--- src/rtl/armleocpu_regfile_wb_arbiter.sv ---
// Regfile writeback arbiter: two one-entry hold registers (req0 = load/CSR,
// req1 = ALU) drained round-robin into the single regfile write port, with
// rs1/rs2 pending-write reporting for decode hazard stalls.
// Optional post-reset clear of x1..x(2**ADDR_WIDTH-1): ARMLEOCPU_REGFILE_CLEAR_EN.
module armleocpu_regfile_wb_arbiter #(
  parameter int unsigned DATA_WIDTH = 32,
  parameter int unsigned ADDR_WIDTH = 5
) (
  input  logic                  clk,
  input  logic                  rst,
  input  logic                  req0_valid,
  output logic                  req0_ready,
  input  logic [ADDR_WIDTH-1:0] req0_addr,
  input  logic [DATA_WIDTH-1:0] req0_wdata,
  input  logic                  req1_valid,
  output logic                  req1_ready,
  input  logic [ADDR_WIDTH-1:0] req1_addr,
  input  logic [DATA_WIDTH-1:0] req1_wdata,
  input  logic [ADDR_WIDTH-1:0] rs1_addr,
  input  logic [ADDR_WIDTH-1:0] rs2_addr,
  output logic                  rs1_pending,
  output logic                  rs2_pending,
  output logic                  rd_write,
  output logic [ADDR_WIDTH-1:0] rd_addr,
  output logic [DATA_WIDTH-1:0] rd_wdata,
  output logic                  busy
);

  logic                  run;
  logic                  clearing;
  logic [ADDR_WIDTH-1:0] clear_addr;

`ifdef ARMLEOCPU_REGFILE_CLEAR_EN
  typedef enum logic {S_CLEAR = 1'b0, S_RUN = 1'b1} state_t;

  state_t                state, state_nxt;
  logic [ADDR_WIDTH-1:0] cnt;

  // State register and clear counter; counter starts at x1
  always_ff @(posedge clk or posedge rst) begin
    if (rst) begin
      state <= S_CLEAR;
      cnt   <= ADDR_WIDTH'(1);
    end else begin
      state <= state_nxt;
      if (state == S_CLEAR) cnt <= cnt + ADDR_WIDTH'(1);
    end
  end

  // Next state: leave CLEAR once the highest register has been written
  always_comb begin
    state_nxt = state;
    if (state == S_CLEAR && cnt == '1) state_nxt = S_RUN;
  end

  // State decode; everything is held quiet while rst is high
  always_comb begin
    run        = !rst && (state == S_RUN);
    clearing   = !rst && (state == S_CLEAR);
    clear_addr = cnt;
  end
`else
  // No clear sequence: running whenever reset is released
  always_comb begin
    run        = !rst;
    clearing   = 1'b0;
    clear_addr = '0;
  end
`endif

  logic                  h0_valid, h1_valid;
  logic [ADDR_WIDTH-1:0] h0_addr, h1_addr;
  logic [DATA_WIDTH-1:0] h0_data, h1_data;
  logic                  last_grant;
  logic                  age;        // 1: hold1 is older than hold0
  logic                  grant;      // index of the granted hold
  logic                  grant0, grant1;
  logic                  keep0, keep1;

  // Grant selection: single valid hold wins; two holds to the same register
  // drain oldest first, otherwise round-robin against last_grant
  always_comb begin
    grant = 1'b0;
    if (h0_valid && h1_valid)
      grant = (h0_addr == h1_addr) ? age : !last_grant;
    else if (h1_valid)
      grant = 1'b1;
    grant0     = run && h0_valid && !grant;
    grant1     = run && h1_valid && grant;
    req0_ready = run && (!h0_valid || grant0);
    req1_ready = run && (!h1_valid || grant1);
    keep0      = req0_valid && req0_ready && (req0_addr != '0);
    keep1      = req1_valid && req1_ready && (req1_addr != '0);
  end

  // Hold registers, round-robin pointer and acceptance-order bit
  always_ff @(posedge clk or posedge rst) begin
    if (rst) begin
      h0_valid   <= 1'b0;
      h0_addr    <= '0;
      h0_data    <= '0;
      h1_valid   <= 1'b0;
      h1_addr    <= '0;
      h1_data    <= '0;
      last_grant <= 1'b1;
      age        <= 1'b0;
    end else begin
      if (keep0) begin
        h0_valid <= 1'b1;
        h0_addr  <= req0_addr;
        h0_data  <= req0_wdata;
      end else if (grant0) begin
        h0_valid <= 1'b0;
      end
      if (keep1) begin
        h1_valid <= 1'b1;
        h1_addr  <= req1_addr;
        h1_data  <= req1_wdata;
      end else if (grant1) begin
        h1_valid <= 1'b0;
      end
      if (grant0 || grant1) last_grant <= grant;
      // A lone new entry is younger than whatever the other hold keeps;
      // simultaneous entries treat req0 as older
      if (keep0 || keep1) age <= keep0 && !keep1;
    end
  end

  // Regfile write port and hazard reporting
  always_comb begin
    rd_write = 1'b0;
    rd_addr  = '0;
    rd_wdata = '0;
    if (clearing) begin
      rd_write = 1'b1;
      rd_addr  = clear_addr;
    end else if (grant0) begin
      rd_write = 1'b1;
      rd_addr  = h0_addr;
      rd_wdata = h0_data;
    end else if (grant1) begin
      rd_write = 1'b1;
      rd_addr  = h1_addr;
      rd_wdata = h1_data;
    end
    rs1_pending = (rs1_addr != '0) &&
                  ((h0_valid && h0_addr == rs1_addr) || (h1_valid && h1_addr == rs1_addr));
    rs2_pending = (rs2_addr != '0) &&
                  ((h0_valid && h0_addr == rs2_addr) || (h1_valid && h1_addr == rs2_addr));
    busy = clearing;
  end

endmodule

--- config.mk ---
export PLATFORM = sky130hd
export DESIGN_NAME = armleocpu_regfile_wb_arbiter
export DESIGN_NICKNAME = d
export VERILOG_FILES = /design/src/rtl/armleocpu_regfile_wb_arbiter.sv
export SDC_FILE = /design/constraint.sdc
export NUM_CORES = 1
export LEC_CHECK = 0
export ABC_CLOCK_PERIOD_IN_PS = 4500
export BUFFER_PORTS_ARGS = -buffer_cell sky130_fd_sc_hd__buf_2
export CAP_MARGIN = 10
export CORE_ASPECT_RATIO = 1.4
export CORE_MARGIN = 8
export CORE_UTILIZATION = 50
export CTS_CLUSTER_DIAMETER = 40
export DETAILED_ROUTE_END_ITERATION = 7
export GPL_ROUTABILITY_DRIVEN = 1
export GPL_TIMING_DRIVEN = 0
export PLACE_DENSITY = 0.83
export SETUP_SLACK_MARGIN = 0.02
export SYNTH_ARGS = -nofsm -noshare
export SYNTH_HDL_FRONTEND = slang
export SYNTH_SLANG_ARGS = --single-unit
--- constraint.sdc ---
create_clock -name clk -period 4.5 [get_ports clk]
set_input_delay 0.45 -clock clk [delete_from_list [all_inputs] [get_ports clk]]
set_output_delay 0.45 -clock clk [all_outputs]
set_load 0.05 [all_outputs]
# Word-level counts from Yosys, hierarchy flattened
# Index checks and enable logic that the tools add are counted.
# W data, S select, Z words.
# word_totals
input_bits,88
register_bits,78
# op_classes
mux,13
eq_ne,5
reduce_logical,36
# op_table
op,count
$mux W32,2
$eq A5 B5 Y1,5
$reduce_bool A5 Y1,4
$logic_and A1 B1 Y1,18
$mux W5,2
$mux W1,9
$logic_not A1 Y1,6
$logic_or A1 B1 Y1,6
$reduce_bool A2 Y1,2

# Depth between registers and ports, before layout
# logic_depth
depth_word,10
ltp_mapped,8

# Worst setup path after synthesis
# No wires, ideal clock.
# synth_timing
path_kind,input to output
start,input port rst
end,output port rd_wdata[23]
setup_slack_ns,0.599
path_stages,6
t_arrival_ns,3.451
cell_sequence,inv_1 nand2_1 a31oi_1 buf_2 buf_2 a22o_1
# synth_via
elab_chain_cells,5
# synth_lines
element,line_no,rtl
from (decl),10,"input logic rst,"
$logic_not A1 Y1 (no source line) *,-,
$logic_and A1 B1 Y1 (2 in series),89,grant1 = run && h1_valid && grant;
$mux W32,141,end else if (grant1) begin
$mux W32 *,137,end else if (grant0) begin
to (decl),25,"output logic [DATA_WIDTH-1:0] rd_wdata,"
# Every way passes the cells marked *; elsewhere a longest branch is shown, timed or not.

# Worst setup path after layout
# layout_timing
start,register h1_addr[1]
end,output port rd_wdata[29]
# layout_via
elab_chain_cells,6
# layout_lines
element,line_no,rtl
from (decl),72,"logic [ADDR_WIDTH-1:0] h0_addr, h1_addr;"
from (signal assigned),117,h1_addr <= req1_addr;
$eq A5 B5 Y1 *,85,grant = (h0_addr == h1_addr) ? age : !last_grant;
$mux W1 *,85,
$mux W1 *,84,if (h0_valid && h1_valid)
$logic_and A1 B1 Y1 / $logic_not A1 Y1 (equally long branches),"89, 88",
$mux W32 / $logic_and A1 B1 Y1 (equally long branches),"141, 88",
$mux W32 *,137,
# Marks and branches as above.

==> metrics.txt <==
status finished, final reports clean; CORE AREA 0.00741 sq mm; total die area ~0.011 sq mm; Multi-input gate area 0.00174 sq mm; max_slew headroom 0.635; max-slew violation count 0; CP Data Required Time 4.05 ns; die width 89.9 microns; kind of end point of the critical path primary output; Max Cap Viol 0; DR pass1 iterations 4; Switch Pwr roughly 1500 uW; CP Launch Type register; Fmax between 200 and 300 MHz; ant diodes 0; worst clock skew 0.00710 ns; maximum vdd ir drop 0.446 mV; worst hold path type input pin to asynchronous set/reset pin; GPL Wtd Cong 0.816; initial antenna violation count 0; Area Overhead vs Synth 26.1%; IO Pins approximately 130; Seq pwr share 0.358; CTS tree built; Post-DP HPWL roughly 7.5 mm; syn nets 372; final core utilization 0.651; share of cells above drive strength 1 0.551; Fin Hold WS approximately 0.15 ns; Worst Tran Pin Value 0.547 ns; Post-CTS Setup Bufs 0; length of routed met3 wiring 469 microns; final hold vios 0; Die H around 120 microns; cell internal pwr 1920 uW; Num Clock Sinks 78; drt first-iter violations between 100 and 150; gr ovfl total 0; H-Tree Level Count 3; final setup fails 0; Top Metal Used met4; Rows 37; Seq/Total Area, Yosys 0.510; vias per cell about 5.4; WL/cell ~19 microns; IO buf count 129; register area between 0.0015 and 0.002 sq mm; combinational share of power 0.486; Fin Setup TNS 0 ns; Post-route DRC 0; crit share post-route 0.749; Routed Antenna Nets 0; LEAKAGE 0.00238 uW; Yosys cell types 34; clk buf depth 2; crit-path max FO 10; CTS Hold Bufs 0; first-pass GRT wire length 15.9 mm; Clk network pwr share 0.156; synthesized instance count 284; fin crit period about 3.4 ns; power per cell area about 700 mW/mm^2; GRT Util Overall 0.184; largest net degree at the start of global routing 51; RSZ-0062 raised after global routing false; Ys Warns 0; synthesized area ~0.0038 sq mm; CTS Buf Count 9; fillcell total 601; worst skew pair latency 0.35 ns; Switching Share 0.434; register bit total from synthesis 78; Mean Syn Cell Area 13.5 sq um; CTS Root Cell clkbuf_8; post-CTS sizing 0; Clock transition at path regs 0.08 ns; via count 2868; critical path arrival ~2.9 ns; Initial Util 0.517; vias in the first global route 3305; final wirelength about 9.9 mm; WL met1 about 3.7 mm; final net count 513; Setup CP Type register to primary output; DR WL met2 5.48 mm
## cell usage after synthesis (all sizes together)
| cell | instances | area share |
|---|---|---|
| nor3 | 1 | 0.0013 |
| a41oi | 1 | 0.0023 |
| a21oi | 3 | 0.0039 |
| dfrtp | 77 | 0.50 |
| nand3 | 6 | 0.0092 |
| a22o | 37 | 0.085 |
| o21a | 1 | 0.0020 |
| mux2 | 74 | 0.24 |
| a21o | 2 | 0.0039 |
| a311oi | 1 | 0.0023 |
| xnor2 | 9 | 0.021 |
| a311o | 1 | 0.0026 |
| o211ai | 2 | 0.0039 |
| nand2 | 5 | 0.0049 |
| o21ai | 2 | 0.0026 |
| inv | 3 | 0.0029 |
| or4 | 5 | 0.0098 |
| clkbuf | 5 | 0.0049 |
| or3 | 2 | 0.0046 |
| conb | 1 | 0.00098 |
| o2111a | 1 | 0.0029 |
| a31oi | 1 | 0.0016 |
| nor2 | 5 | 0.0049 |
| buf | 14 | 0.026 |
| xor2 | 16 | 0.037 |
| dfstp | 1 | 0.0069 |
| a21boi | 1 | 0.0020 |
| nor4 | 6 | 0.0098 |
| or2 | 1 | 0.0016 |
## flip-flops by register name (all words and copies together), names as in the netlist
signal      cells
h1_addr         5
h1_data        32
h1_valid        1
h0_valid        1
age             1
h0_addr         5
h0_data        32
last_grant      1
## cell usage in the layout (no fill, tap or decap), drive strengths merged, types with 5 or more instances in the layout
cell	n
a22o	37
buf	144
clkbuf	17
dfrtp	77
mux2	74
nand2	5
nand3	6
nor2	5
nor4	6
or4	5
xnor2	9
xor2	16
## critical path: stages (launching register included)
cell,delay [ns]
dfrtp_1,0.46
xnor2_1,0.21
nand2_1,0.20
or3_1,0.39
a31oi_1,0.27
buf_2,0.31
buf_2,0.28
a22o_1,0.18
buf_2,0.27
## cell type report
| cell class | count | share of cell area |
|---|---|---|
| Clock inverter | 4 | 0.00934 |
| Sequential cell | 78 | 0.405 |
| Tap cell | 97 | 0.0252 |
| Timing Repair Buffer | 130 | 0.140 |
| Multi-Input combinational cell | 184 | 0.361 |
| Buffer | 19 | 0.0246 |
| Inverter | 3 | 0.00285 |
| Clock buffer | 12 | 0.0322 |
## final timing paths
check | from | endpoint | slack (ns) | cells past startpoint
worst min-delay path | rst | h1_data[25] | 0.15 | 2
max in group asynchronous | rst | h0_data[21] | 3.77 | 3
worst min register to register | h0_data[17] | h0_data[17] | 0.51 | 1
worst max-delay path | h1_addr[1] | rd_wdata[29] | 1.13 | 8
min in group clk | req0_wdata[25] | h0_data[25] | 0.33 | 2
worst max register to register | h1_addr[1] | h0_data[28] | 2.11 | 7
## routing by layer
layer  track usage  vias up
met5             0        -
met4        0.0815        0
met3        0.0505       15
met2         0.345       75
met1         0.183     1445
li1              -     1333
## through the flow
stage	std cells	total power [uW]	worst slack, ns	area, sq um
floorplan	284	2490	0.599	3830
global placement	510	2830	-0.434	4590
detailed placement	511	2890	1.35	4620
CTS	527	3420	1.13	4820
global route	527	3570	0.912	4820
finish	527	3390	1.13	4820
## power groups by stage
stage                     clock, uW  combinational, uW  sequential (uW)
after floorplan                   0               1320             1160
after global placement            0               1620             1210
after detailed placement          0               1660             1230
after CTS                       538               1660             1220
after global routing            571               1740             1250
final                           530               1650             1220
## kinds of logic (layout without fill, tap and decap cells)
family / Yosys count / after routing / share of synthesized area
xor+xnor: 25 / 25 / 0.0572
compound gates: 53 / 53 / 0.115
buf+inv: 22 / 168 / 0.0340
flops: 78 / 78 / 0.510
other cells: 1 / 1 / 0.000980
simple gates: 31 / 31 / 0.0461
mux: 74 / 74 / 0.236
(Power assumes the default switching activity.)
